==> config.mk <==
export PLATFORM = sky130hd
export DESIGN_NAME = key_debounce_multi_flat
export DESIGN_NICKNAME = d
export VERILOG_FILES = /design/src/rtl/key_pkg.sv /design/src/rtl/key_debounce_multi_if.sv /design/src/rtl/key_debounce_ch.sv /design/src/rtl/key_debounce_multi.sv /design/src/flat_wrapper.sv
export SDC_FILE = /design/constraint.sdc
export NUM_CORES = 1
export LEC_CHECK = 0
export BUFFER_PORTS_ARGS = -buffer_cell sky130_fd_sc_hd__buf_2
export CORE_MARGIN = 5
export CORE_UTILIZATION = 54
export CTS_BUF_LIST = sky130_fd_sc_hd__clkbuf_8
export DETAILED_ROUTE_END_ITERATION = 7
export GPL_TIMING_DRIVEN = 0
export PLACE_DENSITY = 0.7
export SLEW_MARGIN = 10
export SYNTH_ARGS = -nofsm -noshare
export SYNTH_HDL_FRONTEND = slang
export SYNTH_HIERARCHICAL = 1
export SYNTH_SLANG_ARGS = --single-unit
==> constraint.sdc <==
create_clock -name sys_clk -period 6.48 [get_ports sys_clk]
set_input_delay 1.296 -clock sys_clk [delete_from_list [all_inputs] [get_ports sys_clk]]
set_output_delay 1.296 -clock sys_clk [all_outputs]
set_load 0.02 [all_outputs]
==> src/rtl/key_pkg.sv <==
// Shared timing constants for the key conditioning blocks (50 MHz system clock).
package key_pkg;

  // Stable time needed before a key level is accepted (20 ms).
  localparam int KEY_DLY_20MS = 1_000_000;

  // Hold time after which a press counts as a long press (1 s).
  localparam int KEY_DLY_1S = 50_000_000;

endpackage

==> src/rtl/key_debounce_multi_if.sv <==
// Key bundle between the key pins and the conditioned level/event outputs.
interface key_debounce_multi_if #(
  parameter int KEY_NUM = 4
);

  logic [KEY_NUM-1:0] key;
  logic [KEY_NUM-1:0] key_flt;
  logic [KEY_NUM-1:0] key_press;
  logic [KEY_NUM-1:0] key_release;
  logic [KEY_NUM-1:0] key_long;

  // The board side drives raw keys and consumes the conditioned signals.
  modport master (
    output key,
    input  key_flt,
    input  key_press,
    input  key_release,
    input  key_long
  );

  // The conditioner takes raw keys and produces the filtered level and events.
  modport slave (
    input  key,
    output key_flt,
    output key_press,
    output key_release,
    output key_long
  );

endinterface

==> src/rtl/key_debounce_ch.sv <==
// One key channel: 2-FF synchroniser, reload-on-change debounce counter,
// filtered level with press/release pulses and a saturating long-press timer.
module key_debounce_ch
  import key_pkg::*;
#(
  parameter int   CNT_DLY  = KEY_DLY_20MS,
  parameter int   LONG_DLY = KEY_DLY_1S,
  parameter logic KEY_ACT  = 1'b0
) (
  input  logic sys_clk,
  input  logic sys_rst_n,
  input  logic key,
  output logic key_flt,
  output logic key_press,
  output logic key_release,
  output logic key_long
);

  localparam int DW = $clog2(CNT_DLY + 1);
  localparam int HW = $clog2(LONG_DLY + 1);

  localparam logic [DW-1:0] D_LOAD = DW'(CNT_DLY);
  localparam logic [DW-1:0] D_ONE  = DW'(1);
  localparam logic [HW-1:0] H_MAX  = HW'(LONG_DLY);
  localparam logic [HW-1:0] H_PRE  = HW'(LONG_DLY - 1);
  localparam logic [HW-1:0] H_ONE  = HW'(1);

  logic          s0;
  logic          s1;
  logic          s2;
  logic [DW-1:0] dcnt;
  logic [HW-1:0] hcnt;
  logic          change;
  logic          upd;
  logic          pressed;

  assign change  = (s1 != s2);
  assign upd     = (dcnt == D_ONE);
  assign pressed = (key_flt == KEY_ACT);

  // Bring the asynchronous pin into the clock domain; s2 gives the edge reference.
  always_ff @(posedge sys_clk or negedge sys_rst_n) begin
    if (!sys_rst_n) begin
      s0 <= ~KEY_ACT;
      s1 <= ~KEY_ACT;
      s2 <= ~KEY_ACT;
    end else begin
      s0 <= key;
      s1 <= s0;
      s2 <= s1;
    end
  end

  // Any change restarts the stability window; otherwise count down to zero and rest.
  always_ff @(posedge sys_clk or negedge sys_rst_n) begin
    if (!sys_rst_n) begin
      dcnt <= '0;
    end else if (change) begin
      dcnt <= D_LOAD;
    end else if (dcnt != '0) begin
      dcnt <= dcnt - D_ONE;
    end
  end

  // Accept the stable level at the end of the window and pulse on a real level change.
  always_ff @(posedge sys_clk or negedge sys_rst_n) begin
    if (!sys_rst_n) begin
      key_flt     <= ~KEY_ACT;
      key_press   <= 1'b0;
      key_release <= 1'b0;
    end else begin
      key_press   <= upd && (s2 != key_flt) && (s2 == KEY_ACT);
      key_release <= upd && (s2 != key_flt) && (s2 != KEY_ACT);
      if (upd) begin
        key_flt <= s2;
      end
    end
  end

  // Time how long the filtered level stays pressed; fire once as the timer saturates.
  always_ff @(posedge sys_clk or negedge sys_rst_n) begin
    if (!sys_rst_n) begin
      hcnt     <= '0;
      key_long <= 1'b0;
    end else begin
      key_long <= pressed && (hcnt == H_PRE);
      if (!pressed) begin
        hcnt <= '0;
      end else if (hcnt < H_MAX) begin
        hcnt <= hcnt + H_ONE;
      end
    end
  end

endmodule

==> src/rtl/key_debounce_multi.sv <==
// N-channel push-button conditioner: one independent key_debounce_ch per key pin.
module key_debounce_multi
  import key_pkg::*;
#(
  parameter int   KEY_NUM  = 4,
  parameter int   CNT_DLY  = KEY_DLY_20MS,
  parameter int   LONG_DLY = KEY_DLY_1S,
  parameter logic KEY_ACT  = 1'b0
) (
  input  logic                  sys_clk,
  input  logic                  sys_rst_n,
  key_debounce_multi_if.slave   key_bus
);

  // Channels share nothing but clock and reset.
  for (genvar i = 0; i < KEY_NUM; i++) begin : g_ch
    key_debounce_ch #(
      .CNT_DLY  (CNT_DLY),
      .LONG_DLY (LONG_DLY),
      .KEY_ACT  (KEY_ACT)
    ) u_ch (
      .sys_clk     (sys_clk),
      .sys_rst_n   (sys_rst_n),
      .key         (key_bus.key[i]),
      .key_flt     (key_bus.key_flt[i]),
      .key_press   (key_bus.key_press[i]),
      .key_release (key_bus.key_release[i]),
      .key_long    (key_bus.key_long[i])
    );
  end

endmodule

==> src/flat_wrapper.sv <==
// flat-port wrapper written by rule: the top's interface ports become plain ports
module key_debounce_multi_flat import key_pkg::*;
#(
  parameter int   KEY_NUM  = 4,
  parameter int   CNT_DLY  = KEY_DLY_20MS,
  parameter int   LONG_DLY = KEY_DLY_1S,
  parameter logic KEY_ACT  = 1'b0
)
  (sys_clk, sys_rst_n, key_bus_key, key_bus_key_flt, key_bus_key_press, key_bus_key_release, key_bus_key_long);
  key_debounce_multi_if #(.KEY_NUM(KEY_NUM)) key_bus_i ();
  input  logic sys_clk;
  input  logic sys_rst_n;
  input wire logic [$bits(key_bus_i.key)-1:0] key_bus_key;
  output wire logic [$bits(key_bus_i.key_flt)-1:0] key_bus_key_flt;
  output wire logic [$bits(key_bus_i.key_press)-1:0] key_bus_key_press;
  output wire logic [$bits(key_bus_i.key_release)-1:0] key_bus_key_release;
  output wire logic [$bits(key_bus_i.key_long)-1:0] key_bus_key_long;
  assign key_bus_i.key = key_bus_key;
  assign key_bus_key_flt = key_bus_i.key_flt;
  assign key_bus_key_press = key_bus_i.key_press;
  assign key_bus_key_release = key_bus_i.key_release;
  assign key_bus_key_long = key_bus_i.key_long;
  key_debounce_multi #(.KEY_NUM(KEY_NUM), .CNT_DLY(CNT_DLY), .LONG_DLY(LONG_DLY), .KEY_ACT(KEY_ACT)) u_core (.sys_clk(sys_clk), .sys_rst_n(sys_rst_n), .key_bus(key_bus_i));
endmodule
==> reports/results.tsv, run 1 <==
stage	metric	value	unit
job	maxcap violations	0	
synthesis	Post-synth EDFFs	0	
global_route	initial antenna violation count	0	
global_route	GRT Overall Usage	0.190	
synthesis	Mapped Nets	1194	
floorplan	I/O Pins	22	
floorplan	die height	155	um
timing	total negative slack	0	ns
clock_tree	Max H-tree Level	2	
finish	Cell Count, Final, Fillers Out	1539	
synthesis	synth warn	6	
global_route	aggregate global routing overflow	0	
finish	most frequent cells in the layout	dfrtp_1, nor2_1, nand2_1	
clock_tree	post-CTS setup buffer count	0	
critical_path	crit path max-delay cell type	dfstp_2	
finish	final instance area	12700	um^2
finish	n_diodes	0	
floorplan	Starting Density	0.545	
place	PortBufs	21	
critical_path	crit path max fanout	2	
clock_tree	# hold bufs at CTS	0	
clock_tree	Post-CTS Resized	0	
timing	Tmin final	2.51	ns
clock_tree	CTS tree	yes	
finish	most common cell after layout, fill and taps aside	dfrtp_1	
critical_path	Top delay family on crit path	flip-flops	
power_and_ir_drop	VDD IR max	154	uV
critical_path	reg-to-reg critical path startpoint	u_core/g_ch[0].u_ch/hcnt[3]	
critical_path	reg-to-reg endpoint	u_core/g_ch[0].u_ch/hcnt[23]	
critical_path	Critical Path RT	5.18	ns
route	WL per Instance	14.9	um
finish	layout cells sized above 1	0.132	
synthesis	Netlist cell types	47	
clock_tree	root buffer cell	clkbuf_8	
power_and_ir_drop	Lkg Pwr	4.94	nW
critical_path	CP peak stage delay	0.53	ns
floorplan	Core Area	21000	um^2
critical_path	critical-path cell list	buf_2	
critical_path	Worst setup EP type	output pin	
synthesis	ys flop type	dfrtp_1	
critical_path	R2R Setup Slk	4.16	ns
floorplan	Rows	53	
critical_path	WP depth	1	
clock_tree	clk slew on worst S/H paths	0.06	ns
route	Routed Antenna Nets	0	
floorplan	die width	155	um
synthesis	post-synthesis sequential area ratio	0.466	
place	# placed instances	1469	
global_route	largest net degree at the start of global routing	109	
synthesis	Mapped Avg Cell Area	9.75	um^2
clock_tree	Num CTS Buffers	38	
synthesis	Yosys reg bits	212	
floorplan	die area	24200	um^2
global_route	first-pass GRT wire length	40100	um
timing	Finish-stage setup viols	0	
timing	post-route clock period utilization	0.387	
critical_path	CP arrival	1.21	ns
power_and_ir_drop	PwrDens	253	nW/um^2
timing	Layout Skew	0.0237	ns
timing	worst rel slew slack	0.486	
timing	setup ws final	3.97	ns
worst_hold_path	Hold/Removal Path Class	reg -> reg	
synthesis	Synth Instances	1172	
place	dpl hpwl	15300	um
worst_hold_path	hold depth	0	
critical_path	Worst setup SP type	flip-flop	
critical_path	R2R depth	5	
synthesis	Mapped Area	11400	um^2
route	Detailed Route WL	23000	um
timing	Hold Vio Cnt, Final	0	
clock_tree	clock sinks	212	
timing	Max Slew Vio Count	0	
place	Post-Place Worst Slack	4.05	ns
finish	nets	1256	
place	placed inst area	11900	um^2
clock_tree	clk buf depth	3	
finish	Synth-to-Final Area Change	11.3	%
route	via/cell ratio	5.89	
clock_tree	Worst-Skew Late Latency	0.52	ns
timing	Peak Freq	399	MHz
outcome	outcome	finished clean	
timing	RSZ-0062 raised after global routing	no	
worst_hold_path	Hold EP	u_core/g_ch[1].u_ch/s1	
synthesis	Post-synth ARST share	1.00	
route	vias after detailed routing	9072	
route	Post-route DRC	0	
global_route	vias in the first global route	8779	
worst_hold_path	hold path start	u_core/g_ch[1].u_ch/s0	
route	first-pass iteration count of the detailed router	5	
route	Iter 0 DRT Violations	525	
timing	actual slew at the worst max-slew pin	0.770	ns
critical_path	number of buffer and inverter stages on the critical path	1	
critical_path	WS Path Type	reg -> out	
place	RePlAce Congestion	0.826	
kinds of logic after synthesis:
group                      Yosys count  synth area share
muxes                               24            0.0250
and+or+nand+nor                    552             0.272
DFF                                212             0.466
adders and majority gates           16            0.0175
xor gates and xnor gates           100            0.0766
buffers and inverters               68            0.0223
AOI/OAI and AO/OA                  200             0.120
report_power, final:
group	internal [mW]	switching, mW	total (mW)
clock network	0.741	0.556	1.30
registers	1.41	0.100	1.51
logic	0.183	0.232	0.415
total	2.33	0.888	3.22
worst reg2reg max path, cell delays in order (launching register included):
cell and delay, ns:
dfrtp_1 0.44, nand4_1 0.22, nor3_1 0.61, o2111ai_1 0.41, or3_1 0.41, a21oi_1 0.14
through the flow:
step	total power, mW	utilization	hold slack [ns]
finish	3.22	0.607	0.354
global route	3.40	0.607	0.357
CTS	3.28	0.607	0.355
detailed placement	1.95	0.569	0.348
global placement	1.93	0.567	0.346
floorplan	1.83	-	0.345
routing by layer:
metal	wire length, um	share of wire	global-route usage
met3	925	0.040	0.0331
met2	10600	0.46	0.307
met1	11100	0.48	0.265
met4	330	0.014	0.0529
met5	0	0	0
layout make-up:
cell class	instances	area, um^2
multi-input combinational	892	5850
clock buffer	47	647
buffer	44	165
tap	275	344
inverter	24	90.1
sequential	212	5330
timing repair buffer	22	143
fill	1827	8230
clock inverter	23	161
synthesized netlist by cell type (12+ instances only):
cell / count / share of area
dfrtp_1: 196 / 0.43
nor2_1: 140 / 0.046
nand2_1: 72 / 0.024
xor2_1: 60 / 0.046
a21oi_1: 52 / 0.023
nor4_1: 52 / 0.028
nand3_1: 48 / 0.021
clkbuf_1: 44 / 0.014
xnor2_1: 40 / 0.031
or4_1: 36 / 0.024
nor2b_1: 32 / 0.018
nor3_1: 32 / 0.014
o21ai_0: 32 / 0.014
o31ai_1: 32 / 0.021
or3_1: 28 / 0.015
inv_1: 24 / 0.0079
nand4_1: 24 / 0.013
o2111ai_1: 24 / 0.018
mux2_2: 20 / 0.020
dfstp_2: 16 / 0.037
ha_1: 16 / 0.018
o211ai_1: 16 / 0.011
and2_1: 12 / 0.0066
flip-flops by register name, summed over array words and instances, names as in the netlist:
register / flops
u_core/g_ch.u_ch/s1: 4
u_core/g_ch.u_ch/key_long: 4
u_core/g_ch.u_ch/hcnt: 104
u_core/g_ch.u_ch/s2: 4
u_core/g_ch.u_ch/s0: 4
u_core/g_ch.u_ch/key_press: 4
u_core/g_ch.u_ch/key_flt: 4
u_core/g_ch.u_ch/key_release: 4
u_core/g_ch.u_ch/dcnt: 80
how the worst max path moves through the flow:
| stage | start | end | slack (ns) |
|---|---|---|---|
| after floorplan | u_core/g_ch[0].u_ch/dcnt[4] | u_core/g_ch[0].u_ch/key_flt | 4.44 |
| after global placement | sys_rst_n | u_core/g_ch[3].u_ch/dcnt[17] | 0.44 |
| after detailed placement | sys_rst_n | u_core/g_ch[3].u_ch/dcnt[15] | 4.05 |
| after CTS | u_core/g_ch[0].u_ch/key_flt | key_bus_key_flt[0] | 3.93 |
| after global routing | u_core/g_ch[0].u_ch/key_flt | key_bus_key_flt[0] | 3.92 |
| final | u_core/g_ch[0].u_ch/key_flt | key_bus_key_flt[0] | 3.97 |
(Power assumes the default switching activity.)
==> inputs of run 2 (changes only) <==
- ABC_AREA: unset -> 1
- PLACE_DENSITY: 0.7 -> 0.73
- clock period: 6.48 -> 2.3 ns (I/O delays scaled with it)
==> run 2 against run 1 <==
Clock power increased to 2.8 times the previous value. First-iteration DRC count up 79%. Non-clock buffer count increased by 8. Sequential power rose to 2.8 times the previous value. Via count is 40% higher. Hold slack worse by 0.32 ns. Clock skew increased by 0.013 ns.
==> reports/results.tsv, run 2 <==
stage	metric	value	unit
global_route	aggregate global routing overflow	0	
place	dpl hpwl	23800	um
route	Post-route DRC	0	
global_route	initial antenna violation count	0	
synthesis	synth warn	6	
timing	Max Slew Vio Count	0	
finish	number of flip-flops in the largest register	104	
floorplan	Rows	57	
floorplan	die height	168	um
finish	most common cell after layout, fill and taps aside	nand2_1	
clock_tree	CTS tree	yes	
timing	Layout Skew	0.0368	ns
synthesis	Post-synth EDFFs	0	
place	placed inst area	14000	um^2
power_and_ir_drop	VDD IR max	535	uV
critical_path	Critical Path RT	2.77	ns
outcome	outcome	finished clean	
global_route	GRT Overall Usage	0.237	
timing	Tmin final	2.07	ns
route	Detailed Route WL	32900	um
finish	most frequent cells in the layout	nand2_1, nor2_1, nand3_1	
finish	Reg with most FFs	u_core/g_ch.u_ch/hcnt	
finish	layout cells sized above 1	0.0831	
place	RePlAce Congestion	0.922	
finish	Filler Cell Count	2284	
synthesis	Yosys reg bits	212	
clock_tree	clk buf depth	3	
synthesis	ys flop type	dfrtp_1	
global_route	largest net degree at the start of global routing	95	
timing	actual slew at the worst max-slew pin	0.647	ns
power_and_ir_drop	total power	9.34	mW
finish	top flop regs	u_core/g_ch.u_ch/hcnt x104, u_core/g_ch.u_ch/dcnt x80	
timing	Peak Freq	483	MHz
timing	Finish-stage setup viols	0	
finish	Synth-to-Final Area Change	10.3	%
route	Iter 0 DRT Violations	938	
job	maxcap violations	0	
timing	Hold Vio Cnt, Final	0	
clock_tree	Worst-Skew Late Latency	0.55	ns
place	PortBufs	21	
finish	Seq. cell area	5330	um^2
synthesis	most common cell in the netlist	nand2_1	
route	Routed Antenna Nets	0	
global_route	first-pass GRT wire length	57200	um
finish	footprint of the multi-input gates	7170	um^2
timing	setup ws final	0.231	ns
critical_path	Worst setup EP type	flip-flop	
clock_tree	post-CTS setup buffer count	0	
power_and_ir_drop	Lkg Pwr	7.16	nW
synthesis	top post-synthesis cells by area	dfrtp_1, nand2_1, nor2_1	
timing	worst rel slew slack	0.568	
route	first-pass iteration count of the detailed router	5	
clock_tree	root buffer cell	clkbuf_8	
clock_tree	clock sinks	212	
synthesis	Post-synth ARST share	1.00	
synthesis	top-area cell type share of the netlist area	0.365	
floorplan	die width	168	um
synthesis	Netlist cell types	31	
synthesis	Mapped Area	13400	um^2
critical_path	CP arrival	2.53	ns
timing	post-route clock period utilization	0.899	
timing	RSZ-0062 raised after global routing	no	
clock_tree	clk slew on worst S/H paths	0.06	ns
finish	nets	2097	
finish	Core Util, Final	0.608	
synthesis	post-synthesis sequential area ratio	0.396	
synthesis	Mapped Nets	2030	
critical_path	crit path max fanout	7	
route	vias after detailed routing	12700	
place	Post-Place Worst Slack	0.312	ns
synthesis	Mapped Avg Cell Area	6.69	um^2
route	via/cell ratio	5.22	
finish	n_diodes	0	
clock_tree	Num CTS Buffers	39	
floorplan	Core Area	24400	um^2
power_and_ir_drop	PwrDens	630	nW/um^2
clock_tree	Max H-tree Level	2	
synthesis	Synth Instances	2008	
floorplan	die area	28200	um^2
synthesis	area leader, netlist	dfrtp_1	
global_route	vias in the first global route	12200	
floorplan	Starting Density	0.551	
floorplan	I/O Pins	22	
route	WL per Instance	13.6	um
worst_hold_path	Hold/Removal Path Class	in -> reg	
synthesis	most common library cells after synthesis	nand2_1, nor2_1, nand3_1, dfrtp_1, inv_1	
critical_path	WS Path Type	reg -> reg	
finish	final instance area	14800	um^2
critical_path	Worst setup SP type	flip-flop	
==> run 2: changes by cell type after synthesis, moves of 44 or more <==
cell	change
nor2_1	+272
nor4_1	-44
inv_1	+116
a21oi_1	-48
nand3_1	+164
nand2_1	+604
==> run 2: area by class of cell <==
type	count	share of cell area
Buffer	48	0.0182
Clock buffer	45	0.0418
Clock inverter	26	0.0110
Inverter	180	0.0456
Multi-Input combinational cell	1568	0.484
Sequential cell	212	0.359
Tap cell	324	0.0273
Timing Repair Buffer	26	0.0135
==> run 2: metrics by stage <==
step	hold slack [ns]	instances	TNS (ns)
6_report	0.0294	2429	0
5_1_grt	0.00403	2429	0
4_1_cts	0.00377	2429	0
3_5_place_dp	0.345	2355	0
3_3_place_gp	0.347	2353	-585.54
2_1_floorplan	0.164	2008	0
==> run 2: where the power goes <==
part	switching (mW)	total [mW]	internal [mW]
sequential	0.243	4.23	3.98
clock	1.58	3.59	2.01
combinational	1.01	1.52	0.511
total	2.84	9.34	6.50
==> run 2: layer usage <==
layer,track usage,share of wire
met1,0.328,0.47
met2,0.395,0.46
met3,0.0326,0.046
met4,0.0614,0.019
met5,0,0
==> run 2: cell families (layout without fill, tap and decap cells) <==
logic type | Yosys count | after routing | synth area share
buffers and inverters | 228 | 325 | 0.0704
AND/OR/NAND/NOR | 1452 | 1452 | 0.459
AO/OA/AOI/OAI | 24 | 24 | 0.00968
adder cells (fa/ha/maj) | 16 | 16 | 0.0149
XOR/XNOR | 76 | 76 | 0.0495
flip-flops | 212 | 212 | 0.396
==> run 2: critical path, cell delays in order, from the launching register on <==
cell	delay, ns
dfrtp_1	0.50
ha_1	0.36
nand2_1	0.12
nor2_2	0.25
nand2_1	0.24
nor2_1	0.15
nor2_1	0.05
nor3_1	0.20
nand2_1	0.07
nand2_1	0.06
==> run 2: path summary, 6_finish.rpt <==
kind	startpoint	end	slack, ns	cells past startpoint
max	u_core/g_ch[0].u_ch/hcnt[0]	u_core/g_ch[0].u_ch/hcnt[16]	0.23	9
min	key_bus_key[0]	u_core/g_ch[0].u_ch/s0	0.03	1
max reg2reg	u_core/g_ch[0].u_ch/hcnt[0]	u_core/g_ch[0].u_ch/hcnt[16]	0.23	9
min reg2reg	u_core/g_ch[0].u_ch/s0	u_core/g_ch[0].u_ch/s1	0.36	0
max in group asynchronous	sys_rst_n	u_core/g_ch[1].u_ch/key_flt	1.12	3
min in group asynchronous	sys_rst_n	u_core/g_ch[0].u_ch/hcnt[22]	0.38	2
==> run 2: repair_timing <==
| action | CTS | global route |
|---|---|---|
| endpoints found under the hold margin | 29 | 0 |
| setup endpoints to repair | 0 | 0 |
| hold buffers | 3 | 0 |
| gates resized for setup | 0 | 0 |
